**config.mk**
```make
export PLATFORM = sky130hd
export DESIGN_NAME = fetch_stage
export DESIGN_NICKNAME = d
export VERILOG_FILES = /design/src/rtl/fetch_stage.sv
export SDC_FILE = /design/constraint.sdc
export NUM_CORES = 1
export LEC_CHECK = 0
export BUFFER_PORTS_ARGS = -buffer_cell sky130_fd_sc_hd__buf_4
export CELL_PAD_IN_SITES_DETAIL_PLACEMENT = 2
export CELL_PAD_IN_SITES_GLOBAL_PLACEMENT = 2
export CORE_MARGIN = 1
export CORE_UTILIZATION = 27
export CTS_BUF_LIST = sky130_fd_sc_hd__clkbuf_8
export DETAILED_ROUTE_END_ITERATION = 16
export PLACE_DENSITY_LB_ADDON = 0.1
export SKIP_CTS_REPAIR_TIMING = 1
export SYNTH_ARGS = -nofsm -noshare
export SYNTH_HDL_FRONTEND = slang
export SYNTH_SLANG_ARGS = --single-unit
```
**constraint.sdc**
```tcl
create_clock -name clk -period 2 [get_ports clk]
set_clock_uncertainty 0.05 [all_clocks]
set_input_delay 0.3 -clock clk [delete_from_list [all_inputs] [get_ports clk]]
set_output_delay 0.3 -clock clk [all_outputs]
set_load 0.01 [all_outputs]
```
**src/rtl/fetch_stage.sv**
```systemverilog
// fetch_stage: holds the PC, drives instruction memory, and registers the
// fetched word into the IF/ID pipeline register. The 6-bit opcode is taken
// from the registered word and goes to the main decoder.
// Stall, flush and branch/jump redirects come from later stages.
module fetch_stage #(
  parameter int              PC_W     = 32,
  parameter int              INSTR_W  = 32,
  parameter logic [PC_W-1:0] RESET_PC = '0
) (
  input  logic               clk,
  input  logic               reset,
  input  logic               stall,
  input  logic               flush,
  input  logic               branch_taken,
  input  logic [PC_W-1:0]    branch_target,
  input  logic               jump,
  input  logic [PC_W-1:0]    jump_target,
  output logic [PC_W-1:0]    imem_addr,
  input  logic [INSTR_W-1:0] imem_rdata,
  output logic [INSTR_W-1:0] if_id_instr,
  output logic [PC_W-1:0]    if_id_pc4,
  output logic               if_id_valid,
  output logic [5:0]         opcode
);

  // Mask that clears the two byte-offset bits of a target address.
  localparam logic [PC_W-1:0] WORD_MASK = ~(PC_W'(3));
  localparam logic [PC_W-1:0] PC_INCR   = PC_W'(4);

  logic [PC_W-1:0]    pc_q, pc_d;
  logic [INSTR_W-1:0] instr_q, instr_d;
  logic [PC_W-1:0]    pc4_q, pc4_d;
  logic               valid_q, valid_d;

  logic               redirect;
  logic [PC_W-1:0]    target_raw;
  logic [PC_W-1:0]    target;
  logic [PC_W-1:0]    pc_plus4;

  // Redirect selection: a taken branch wins over a simultaneous jump, and the
  // chosen target is forced word-aligned.
  always_comb begin
    redirect   = branch_taken | jump;
    target_raw = branch_taken ? branch_target : jump_target;
    target     = target_raw & WORD_MASK;
    pc_plus4   = pc_q + PC_INCR;  // wraps modulo 2^PC_W
  end

  // PC next state: redirect overrides stall; otherwise advance one word.
  always_comb begin
    pc_d = pc_plus4;
    if (redirect) begin
      pc_d = target;
    end else if (stall) begin
      pc_d = pc_q;
    end
  end

  // IF/ID next state: a redirect also squashes the word fetched on the wrong
  // path, so it bubbles the register exactly like a flush.
  always_comb begin
    instr_d = imem_rdata;
    pc4_d   = pc_plus4;
    valid_d = 1'b1;
    if (flush || redirect) begin
      instr_d = '0;
      pc4_d   = '0;
      valid_d = 1'b0;
    end else if (stall) begin
      instr_d = instr_q;
      pc4_d   = pc4_q;
      valid_d = valid_q;
    end
  end

  // PC register; reset returns it to RESET_PC independent of the clock.
  always_ff @(posedge clk or negedge reset) begin
    if (!reset) begin
      pc_q <= RESET_PC;
    end else begin
      pc_q <= pc_d;
    end
  end

  // IF/ID pipeline register; reset leaves an all-zero bubble.
  always_ff @(posedge clk or negedge reset) begin
    if (!reset) begin
      instr_q <= '0;
      pc4_q   <= '0;
      valid_q <= 1'b0;
    end else begin
      instr_q <= instr_d;
      pc4_q   <= pc4_d;
      valid_q <= valid_d;
    end
  end

  // Outputs: only imem_addr is combinational, and only from the PC register;
  // everything else is taken straight from IF/ID state.
  always_comb begin
    imem_addr   = pc_q;
    if_id_instr = instr_q;
    if_id_pc4   = pc4_q;
    if_id_valid = valid_q;
    opcode      = instr_q[INSTR_W-1 -: 6];
  end

endmodule

```
==> summary.txt <==
Run status
  – Status: finished clean

GRT
  – Antenna violations before repair: 1
  – Met1 GRT Util: 0.305
  – First-pass GRT wire length: between 30,000 and 40,000 µm
  – Met2 Use GR: 0.390
  – Remaining Overflow, GRT: 0
  – Overall routing resource usage: 0.230
  – Number of global-route vias before repair: between 6,000 and 7,000
  – Largest net degree at the start of global routing: 51
  – GRT Max-Usage Layer: met2
  – M3 GR Usage: 0.0297

Critical path
  – Required time worst endpoint: ~2.2 ns
  – Critical Path Slowest Stage Cell: or4_1
  – CP Capture Type: flip-flop
  – Worst setup SP type: flip-flop
  – Crit Reg-Reg Startpoint: imem_addr[9]
  – R2R setup slack: ~0.08 ns
  – Worst EP arrival: around 2.2 ns
  – WP buf/inv: 0
  – CP max stage delay: between 0.5 and 0.6 ns
  – Cell Chain, Critical Path: and3_1, nand4_1, or4_1, o311a_1
  – Critical path class: reg2reg
  – Worst Reg-to-Reg Cells: 4
  – Worst-path maximum fanout: 9
  – Top delay family on crit path: simple AND/OR/NAND/NOR gates
  – RR Endpoint: imem_addr[24]

STA
  – Setup violations, final: 0
  – Final max-slew violation count: 0
  – RSZ-0062 raised after global routing: true
  – Setup ws final: 0.0819 ns
  – Final setup TNS: 0 ns
  – Final period util: 0.959
  – Rel. slew slack: 0.660
  – Worst-Margin Slew: around 0.51 ns
  – Final Hold Viols: 0
  – Max frequency: 521 MHz
  – Fin Hold WS: a little under 0.07 ns
  – Final min period: around 1.9 ns

Final layout
  – Commonest non-fill, non-tap cell in the layout: buf_4
  – Filler instances: slightly above 2,000
  – Finished Core Util: 0.408
  – Area grow syn2layout: 46.8%
  – Share of post-route cells with drive strength above 1: 0.389
  – Commonest non-fill, non-tap cells in the layout: buf_4, dfrtp_1, a22o_1, nand2_1, a21oi_1
  – Final #Nets: 870
  – Fin cells: 1,033
  – Post-Layout Inst Area: just under 8000 µm²

Power
  – Tot Pwr: between 4 and 5 mW
  – P_leak: roughly 3.6 nW
  – Switching power: roughly 1.5 mW
  – Sw Share: 0.327
  – Clock power share: 0.306
  – Combinational Power Share: 0.247
  – Cell-internal power: 3.14 mW
  – Maximum VDD drop: 0.000395 V
  – Flop pwr share: 0.447
  – Power Dens Cells: just over 600 nW/µm²

Drt
  – Via Count: between 5,000 and 6,000
  – WL final: 22,800 µm
  – Vias/cell: between 5 and 6
  – WL/cell: 22.0 µm
  – DRT antenna net count: 0
  – Number of remaining DRC errors: 0
  – Detailed Route Iter0 Violations: 209
  – Pre-antenna DRT Iters: 4

Synth
  – Post-synthesis mux area share: 0.00979
  – #FFs+latches synth: 93
  – Post-Synth Simple-Gate Area: 0.191
  – Synth Area per Inst: between 9 and 10 µm²
  – Synth Area in Compound Gates: 0.270
  – Fraction of registers with async set/reset: 1.00
  – Register area share after synthesis: 0.444
  – Post-synth EDFFs: 0
  – Combinational family with the most area after synthesis: compound AO/OA/AOI/OAI gates
  – Ys flop type: dfrtp_1
  – Netlist Area Pre-Place: between 5000 and 6000 µm²
  – Cells after Synth: about 550
  – YS warnings: 0
  – Post-synth cell types: just under 60
  – Xor/xnor share of the synthesized area: 0.0217
  – Synth Area in Adders: 0.00239

Clock tree
  – CTS Buffer Depth: 2
  – TritonCTS Buffers: 9
  – Clock tree sinks: between 90 and 100
  – H-tree lvl count: 3
  – Root Buffer: clkbuf_8
  – Reg clk slew, reported paths: ~0.11 ns
  – Clock latency on the worst-skew pair: about 0.39 ns
  – CTS tree: done

Die
  – Die Width: about 140 µm
  – Core ar.: approximately 19,000 µm²
  – Top-level I/O count: 205
  – Die height: 141 µm
  – Initial Util: 0.278
  – Rows: 50
  – Die area: between 15,000 and 20,000 µm²

Min path
  – Worst hold stages: 2
  – HP Class: in2reg
  – Worst Hold Path EP: if_id_instr[23]
  – HP Start: imem_rdata[23]

Place
  – Port bufs: around 200
  – Cells after DPL: ~1,000
  – Final GP Congestion: 0.832
  – Post-DP Area: 7410 µm²
  – Post-DP HPWL: 17,100 µm
  – Setup Slack @ Placement: -0.0329 ns

Run
  – Max Cap Violations: 0
==> power groups by stage <==
| stage | logic, mW | clock network (mW) | registers, mW |
|---|---|---|---|
| floorplan | 0.450 | 0 | 2.14 |
| global route | 1.24 | 1.53 | 2.11 |
| finish | 1.15 | 1.43 | 2.09 |
| CTS | 1.16 | 1.48 | 2.09 |
| global placement | 1.12 | 0 | 2.11 |
| detailed placement | 1.16 | 0 | 2.12 |
==> worst reg2reg max path, cell delays in order, from the launching register on <==
cell	delay (ns)
dfrtp_1	0.44
and3_1	0.41
nand4_1	0.21
or4_1	0.56
o311a_1	0.14
==> layout make-up <==
| cell class | count | area [µm²] | area share |
|---|---|---|---|
| well taps | 260 | 325 | 0.0423 |
| multi-input cells | 389 | 2660 | 0.347 |
| inverters | 8 | 30.0 | 0.00391 |
| diodes | 1 | 2.50 | 0.000326 |
| repair buffers | 266 | 2120 | 0.276 |
| flip-flops and latches | 93 | 2330 | 0.303 |
| clock inverters | 7 | 87.6 | 0.0114 |
| clock buffers | 9 | 124 | 0.0161 |
==> worst max path at each step <==
stage               cells past startpoint          start  slack (ns)       endpoint
floorplan                               5   imem_addr[2]      -0.003  if_id_pc4[30]
global placement                        5  imem_addr[20]       -0.02  if_id_pc4[29]
finish                                  4   imem_addr[9]        0.08  imem_addr[24]
detailed placement                      6   imem_addr[5]       -0.03  if_id_pc4[29]
CTS                                     6   imem_addr[5]       -0.07  if_id_pc4[29]
global route                            5   imem_addr[2]       -0.03  imem_addr[24]
==> flip-flops by register name (all words and copies together), names as in the netlist <==
register and flops:
imem_addr 30, if_id_instr 32, if_id_pc4 30, if_id_valid 1
==> cells by family after synthesis <==
group / count (synthesis)
buffers and inverters: 67
AO/OA/AOI/OAI: 190
multiplexers: 5
XOR/XNOR: 13
other: 1
flip-flops: 93
AND/OR/NAND/NOR: 176
adder cells (fa/ha/maj): 1
==> cell usage after synthesis, types with 7 or more instances <==
library cell / instances / area share
o21ai_0: 17 / 0.016
nor3b_1: 7 / 0.010
nand2_1: 49 / 0.035
dfrtp_1: 93 / 0.44
a221o_1: 13 / 0.025
and3_1: 9 / 0.011
nor4_1: 13 / 0.016
a22oi_1: 9 / 0.013
a21oi_1: 25 / 0.024
xnor2_1: 9 / 0.015
clkbuf_1: 24 / 0.017
a211oi_1: 16 / 0.023
and2_1: 10 / 0.012
inv_1: 8 / 0.0057
a2bb2oi_1: 9 / 0.015
nor2_1: 19 / 0.014
nand3_1: 11 / 0.011
o21ai_1: 7 / 0.0067
buf_4: 10 / 0.014
o22ai_1: 13 / 0.016
nor3_1: 11 / 0.011
nand4_1: 18 / 0.022
a22o_1: 49 / 0.082
and4_1: 7 / 0.012
buf_2: 20 / 0.019
==> metal layers <==
metal	routed length [µm]	share of wire
met1	10300	0.45
met2	11100	0.49
met3	1090	0.048
met4	323	0.014
met5	0	0
No activity file was read; power rests on OpenSTA's default activity.
